--- src/rtl/csr_irq_vec.sv ---
// Machine-mode CSR file with NUM_IRQ prioritised external interrupts and vectored mtvec.
// Optional 64-bit mcycle/minstret counters are enabled by defining CSR_COUNTERS_EN.
module csr_irq_vec #(
  parameter int          NUM_IRQ     = 4,
  parameter logic [31:0] MTVEC_RESET = 32'h0000_0000
) (
  input  logic               clk_i,
  input  logic               rst_i,
  input  logic [11:0]        addr_i,
  input  logic [31:0]        wdata_i,
  input  logic               write_i,
  input  logic               set_i,
  input  logic               clear_i,
  input  logic               interrupt_i,
  input  logic               mret_i,
  input  logic [31:0]        pc_i,
  input  logic [NUM_IRQ-1:0] irq_i,
  input  logic               instret_i,
  output logic [31:0]        rdata_o,
  output logic [31:0]        mepc_o,
  output logic [31:0]        trap_pc_o,
  output logic               ipending_o,
  output logic [3:0]         irq_id_o
);

  localparam logic [31:0] MIE_MASK    = ((32'h1 << NUM_IRQ) - 32'h1) << 16;
  localparam logic [31:0] MCAUSE_MASK = 32'h8000_001F;

  // Vectoring modes 2/3 are reserved; they collapse to direct mode.
  function automatic logic [31:0] coerce_mtvec(input logic [31:0] v);
    return {v[31:2], v[1] ? 2'b00 : v[1:0]};
  endfunction

  logic               st_mie, st_mpie;
  logic [31:0]        mie_q, mtvec_q, mscratch_q, mepc_q, mcause_q;
  logic [NUM_IRQ-1:0] irq_q, pend;
  logic [31:0]        mstatus_rd, mip_rd, wval;
  logic               take_irq, do_mret, csr_op;

`ifdef CSR_COUNTERS_EN
  logic [63:0] mcycle_q, minstret_q;
`else
  logic unused_instret;
  assign unused_instret = instret_i;
`endif

  assign mstatus_rd = {19'b0, 2'b11, 3'b0, st_mpie, 3'b0, st_mie, 3'b0};
  assign mip_rd     = 32'(irq_q) << 16;
  assign pend       = irq_q & mie_q[16 +: NUM_IRQ];
  assign ipending_o = st_mie & (|pend);
  assign mepc_o     = mepc_q;

  always_comb begin
    irq_id_o = 4'd0;
    for (int k = NUM_IRQ - 1; k >= 0; k--)
      if (pend[k]) irq_id_o = 4'(k);
  end

  always_comb begin
    rdata_o = 32'h0;
    case (addr_i)
      12'h300: rdata_o = mstatus_rd;
      12'h304: rdata_o = mie_q;
      12'h305: rdata_o = mtvec_q;
      12'h340: rdata_o = mscratch_q;
      12'h341: rdata_o = mepc_q;
      12'h342: rdata_o = mcause_q;
      12'h344: rdata_o = mip_rd;
`ifdef CSR_COUNTERS_EN
      12'hB00: rdata_o = mcycle_q[31:0];
      12'hB80: rdata_o = mcycle_q[63:32];
      12'hB02: rdata_o = minstret_q[31:0];
      12'hB82: rdata_o = minstret_q[63:32];
`endif
      default: rdata_o = 32'h0;
    endcase
  end

  always_comb begin
    trap_pc_o = {mtvec_q[31:2], 2'b00};
    if (mtvec_q[1:0] == 2'b01 && mcause_q[31])
      trap_pc_o = {mtvec_q[31:2], 2'b00} + {25'b0, mcause_q[4:0], 2'b00};
  end

  // Strobe arbitration: interrupt > mret > write > set > clear.
  assign take_irq = interrupt_i & ipending_o;
  assign do_mret  = ~interrupt_i & mret_i;
  assign csr_op   = ~interrupt_i & ~mret_i & (write_i | set_i | clear_i);
  assign wval     = write_i ? wdata_i :
                    set_i   ? (rdata_o | wdata_i) : (rdata_o & ~wdata_i);

  always_ff @(posedge clk_i) begin
    if (rst_i) begin
      st_mie     <= 1'b0;
      st_mpie    <= 1'b0;
      mie_q      <= 32'h0;
      mtvec_q    <= coerce_mtvec(MTVEC_RESET);
      mscratch_q <= 32'h0;
      mepc_q     <= 32'h0;
      mcause_q   <= 32'h0;
      irq_q      <= '0;
    end else begin
      irq_q <= irq_i;
      if (take_irq) begin
        mepc_q   <= {pc_i[31:2], 2'b00};
        mcause_q <= 32'h8000_0010 + {28'b0, irq_id_o};
        st_mpie  <= st_mie;
        st_mie   <= 1'b0;
      end else if (do_mret) begin
        st_mie  <= st_mpie;
        st_mpie <= 1'b1;
      end else if (csr_op) begin
        case (addr_i)
          12'h300: begin st_mie <= wval[3]; st_mpie <= wval[7]; end
          12'h304: mie_q      <= wval & MIE_MASK;
          12'h305: mtvec_q    <= coerce_mtvec(wval);
          12'h340: mscratch_q <= wval;
          12'h341: mepc_q     <= {wval[31:2], 2'b00};
          12'h342: mcause_q   <= wval & MCAUSE_MASK;
          default: ;
        endcase
      end
    end
  end

`ifdef CSR_COUNTERS_EN
  // A CSR access to either half pre-empts that counter's increment.
  always_ff @(posedge clk_i) begin
    if (rst_i) begin
      mcycle_q   <= 64'h0;
      minstret_q <= 64'h0;
    end else begin
      if (csr_op && addr_i == 12'hB00)      mcycle_q[31:0]  <= wval;
      else if (csr_op && addr_i == 12'hB80) mcycle_q[63:32] <= wval;
      else                                  mcycle_q        <= mcycle_q + 64'h1;
      if (csr_op && addr_i == 12'hB02)      minstret_q[31:0]  <= wval;
      else if (csr_op && addr_i == 12'hB82) minstret_q[63:32] <= wval;
      else if (instret_i)                   minstret_q        <= minstret_q + 64'h1;
    end
  end
`endif

endmodule

--- config.mk ---
export PLATFORM = sky130hd
export DESIGN_NAME = csr_irq_vec
export DESIGN_NICKNAME = d
export VERILOG_FILES = /design/src/rtl/csr_irq_vec.sv
export SDC_FILE = /design/constraint.sdc
export NUM_CORES = 1
export LEC_CHECK = 0
export BUFFER_PORTS_ARGS = -buffer_cell sky130_fd_sc_hd__buf_2
export CAP_MARGIN = 40
export CORE_MARGIN = 10
export CORE_UTILIZATION = 53
export DETAILED_ROUTE_END_ITERATION = 7
export PLACE_DENSITY = 0.86
export SYNTH_ARGS = -nofsm -noshare
export SYNTH_HDL_FRONTEND = slang
export SYNTH_SLANG_ARGS = --single-unit
--- constraint.sdc ---
create_clock -name clk_i -period 2.9 [get_ports clk_i]
set_input_delay 0.29 -clock clk_i [delete_from_list [all_inputs] [get_ports clk_i]]
set_output_delay 0.29 -clock clk_i [all_outputs]
set_load 0.03 [all_outputs]
# == Yosys cells after proc, flatten, opt, wreduce, memory -nomap -nowiden ==
# Index checks and enable logic that the tools add are counted.
# totals
reg_bits,136
elab_cells,75
# op_classes
n_reduce_logical,17
n_eq_ne,9
bitwise_logic,15
n_addsub,2
muxes,24
# op_table
op,n
two-way mux 32 bit,11
one-hot mux 32 bit (7 select lines),1
equality test 12 x 10 -> 1 bit (second input constant),7
adder 32 x 4 -> 32 bit (first input constant),1
adder 32 x 7 -> 32 bit,1
AND 32 bit,1
NOT 32 bit,1
bitwise OR 32 bit,1
AND reduction 4 bit,3
nonzero test 2 bit,5
two-way mux 1 bit,8
two-way mux 2 bit,4
AND reduction 3 bit,2
nonzero test 3 bit,2
AND 1 bit,5
AND 4 bit,1
NOT 1 bit,4
AND reduction 2 bit,2
OR reduction 4 bit,1
equality test 2 x 1 -> 1 bit (second input constant),1
!= test 2 bit (second input constant),1
bitwise OR 1 bit,2
OR reduction 2 bit,1
logical AND 1 bit,1

# == Depth between registers and ports, before layout ==
# logic_depth
word_depth,9
ltp_mapped,9

# == Worst setup path before layout ==
# OpenSTA, ideal clock, no wires.
# synth_timing
path_type,register to output
from,reg mtvec_q[8]
to,out trap_pc_o[31]
t_arrival_ns,2.372
t_required_ns,2.610
setup_slack_ns,0.238
stages_incl_launch_ff,8
path_cell_list,dfxtp_1 clkbuf_1 and4_1 buf_2 nand4_1 a211oi_2 or3b_2 xnor2_1
# synth_via
elab_chain_len,2
# synth_rtl
item,line,source
start: declaration,35,"logic [31:0] mie_q, mtvec_q, mscratch_q, mepc_q, mcause_q;"
start signal: assignment,97,mtvec_q <= coerce_mtvec(MTVEC_RESET);
start signal: assignment,116,12'h305: mtvec_q <= coerce_mtvec(wval);
adder 32 x 7 -> 32 bit,82,"trap_pc_o = {mtvec_q[31:2], 2'b00} + {25'b0, mcause_q[4:0], 2'b00};"
two-way mux 32 bit,81,if (mtvec_q[1:0] == 2'b01 && mcause_q[31])
end: declaration,21,"output logic [31:0] trap_pc_o,"
# Every way passes these cells.

# == Final worst setup path ==
# Ends and elaborated chain as after synthesis.

==> impl_metrics.json <==
{
  "status": "finished clean",
  "nets": 1049,
  "rows": 40,
  "die_area_mm2": 0.0172,
  "grt_use_total_pct": 25.6,
  "grt-ovfl-total": 0,
  "synthCells": 791,
  "powerDensity_mw_per_mm2": 367,
  "place.gp.congestion": 0.970,
  "crit_fanout": 7,
  "numPortBuffers": 179,
  "crit_path_start_kind": "flip-flop",
  "cp.required_ps": 2610,
  "synthTopCellsByArea": "dfxtp_1, nor2_1, a211oi_2, a22oi_1, a211oi_1",
  "synth_compound_area_share_pct": 32.0,
  "dieHeight_um": 131,
  "muxShareOfSynthArea_pct": 3.35,
  "grt_pass1_vias": 6930,
  "cts_num_sinks": 109,
  "grt_max_degree": 54,
  "numCtsBuffers": 9,
  "cts_hold_buf": 0,
  "finalCritPeriodShare_pct": 98.9,
  "core-area_mm2": 0.0121,
  "whs_path_depth": 2,
  "cts_tree": "yes",
  "synth_top_area_share_pct": 33.2,
  "hold_violations": 0,
  "p_leak_uw": 0.00337,
  "syn_avg_cell_area_um2": 8.30,
  "drtPass1Iterations": 8,
  "htree_levels": 3,
  "synth_adder_area_share_pct": 1.26,
  "synth_edf_count": 0,
  "crit_start": "mtvec_q[8]",
  "fillers": 1035,
  "path_clk_slew_ps": 70,
  "yosys.area.top_type": "dfxtp_1",
  "clk-insertion-delay-late_ps": 350,
  "crit_type": "reg -> out",
  "worst_pin_slew_ps": 843,
  "synthFlopType": "dfxtp_1",
  "clockRootBuffer": "clkbuf_16",
  "vias": 7224,
  "wl_mm": 23.6,
  "setup_tns_ps": 0,
  "grt_pass1_wl_mm": 36.6,
  "final_layout_size_suffix_gt1_share_pct": 30.4,
  "slew_viol_final": 0,
  "design.portCount": 189,
  "avgRoutedWirePerCell_um": 21.0,
  "start_util_pct": 54.4,
  "synthesis.area_mm2": 0.00657,
  "regToRegSetupSlack_ps": 740,
  "fmax_mhz": 349,
  "r2r_end": "mepc_o[9]",
  "syn2layout_area_growth_pct": 22.0,
  "cts.path.max_buffers": 2,
  "via_per_inst": 6.41,
  "final_util_pct": 66.4,
  "async_flop_share_pct": 0,
  "cp-end-kind": "primary output",
  "setup_viol": 0,
  "endpoint": "trap_pc_o[31]",
  "drc_errors": 0,
  "yosys_warnings": 0,
  "drt_iter0_markers": 963,
  "arrival_ps": 2580,
  "antenna_found_initial": 0,
  "clock-skew-final_ps": 8.42,
  "r2r-start": "mie_q[19]",
  "antenna-diode-count": 0,
  "synthDistinctLibCells": 67,
  "antenna_left": 0,
  "reg2reg_depth": 6,
  "synthSimpleGateAreaFrac_pct": 18.7,
  "dp_cells": 1112,
  "yosys.area_share.xor_xnor_pct": 3.60,
  "ys_seq_area_share_pct": 33.2,
  "ys_ff_latch": 109,
  "cts_post_setup_buffers_inserted": 0,
  "whs_ps": 143,
  "rsz0062_at_grt": "no",
  "drv_cap": 0,
  "fin_crit_ps": 2870,
  "slew_headroom_pct": 43.8,
  "finalNonFillerCells": 1127,
  "ir_drop_mv": 0.223,
  "hp-class": "in -> reg",
  "dp_hpwl_mm": 17.0,
  "synth_top_family_by_area": "compound AO/OA/AOI/OAI gates",
  "die_w_um": 131
}
## per-layer routing
metal  GRT usage [%]  up-vias  wire length (um)
li1                -     3317                 -
met2            39.8      477             10700
met4            12.5        0               824
met3            5.98       79              2540
met1            32.4     3351              9600
met5               0        -                 0
## Yosys cell counts (3+ instances only)
master     instances
a211oi_1          34
a211oi_2          23
a21o_1             3
a21oi_1           18
a222oi_1          19
a22o_1            18
a22oi_1           37
a31o_2             6
a31oi_1           16
and3_1            10
and4_1             5
buf_1              5
buf_2             14
buf_4              8
buf_6              4
clkbuf_1          38
dfxtp_1          109
ha_1               5
inv_1             48
mux2_2             8
mux2i_1           13
nand2_1           48
nand2b_1           6
nand3_1           14
nand3b_1          12
nand4_1           12
nor2_1            86
nor2b_1            7
nor3_1             8
nor4_1             5
o211ai_1           4
o21ai_0           17
o21ai_1           10
o22ai_1           37
o2bb2ai_1          6
o31a_1             3
o41ai_1           11
or2_2              3
or3_1              3
xnor2_1           17
xor2_1            10
## flip-flops by register name (all words and copies together) (netlist names)
register,cells
mepc_o,30
st_mpie,1
mie_q,4
mscratch_q,32
st_mie,1
irq_q,4
mcause_q,6
mtvec_q,31
## cell usage in the layout, fill, tap and decap left out, types with 9 or more instances in the layout
cell and count:
a31oi_1 16, a222oi_1 19, o22ai_1 37, a211oi_1 34, nand2_1 48, a22oi_1 37
a22o_1 18, and3_1 9, nor2_1 84, clkbuf_16 9, o21ai_0 16, dfxtp_1 108
a211oi_2 23, o41ai_1 11, nand4_1 12, buf_2 176, inv_1 48, a21oi_1 14
xor2_1 10, mux2i_1 13, buf_4 36, xnor2_1 17, nand3_1 14, o21ai_1 11
nand3b_1 12
## cell families after synthesis
logic type,Yosys count
muxes,21
buffers and inverters,117
DFF,109
other,1
xor gates and xnor gates,27
and+or+nand+nor,237
AOI/OAI and AO/OA,273
adders and majority gates,6
## cell type report
type | instances | area, um2 | share of cell area (%)
inverters | 48 | 180 | 2.25
repair buffers | 217 | 1240 | 15.5
flip-flops and latches | 109 | 2180 | 27.3
clock buffers | 13 | 250 | 3.12
clock inverters | 2 | 10.0 | 0.125
well taps | 168 | 210 | 2.62
multi-input cells | 570 | 3940 | 49.2
## worst min path at each step
stage                        start        endpoint  slack [ps]
CTS                       irq_i[0]        irq_q[0]         140
global placement    mscratch_q[19]  mscratch_q[19]         470
global route              irq_i[0]        irq_q[0]         140
finish                    irq_i[0]        irq_q[0]         140
floorplan                 irq_i[0]        irq_q[0]         420
detailed placement  mscratch_q[19]  mscratch_q[19]         470
## power by group
group          switching [uW]  internal (uW)
clock                     556            601
combinational             180            101
sequential               3.83           1500
total                     740           2200
## repair_timing
action	in CTS	in global routing
endpoints found under the setup margin	5	13
gates resized for setup	1	10
pin swaps	0	2
gates cloned	0	0
hold endpoints to repair	0	0
## metrics by stage
step,instance area (um2),power [uW],worst slack [ps]
floorplan,6590,1700,238
global placement,7720,1800,379
detailed placement,7720,1810,293
CTS,7990,2930,17.5
global route,8010,3010,13.1
finish,8010,2940,31.5
## worst max-delay path, cell delays in order, from the launching register on
cell and delay [ps]:
dfxtp_1 470, and4_1 320, nand4_1 240, a211oi_2 330, or3b_2 510, xnor2_1 140, buf_2 220
Note: power is estimated with default switching activity, not from simulation.
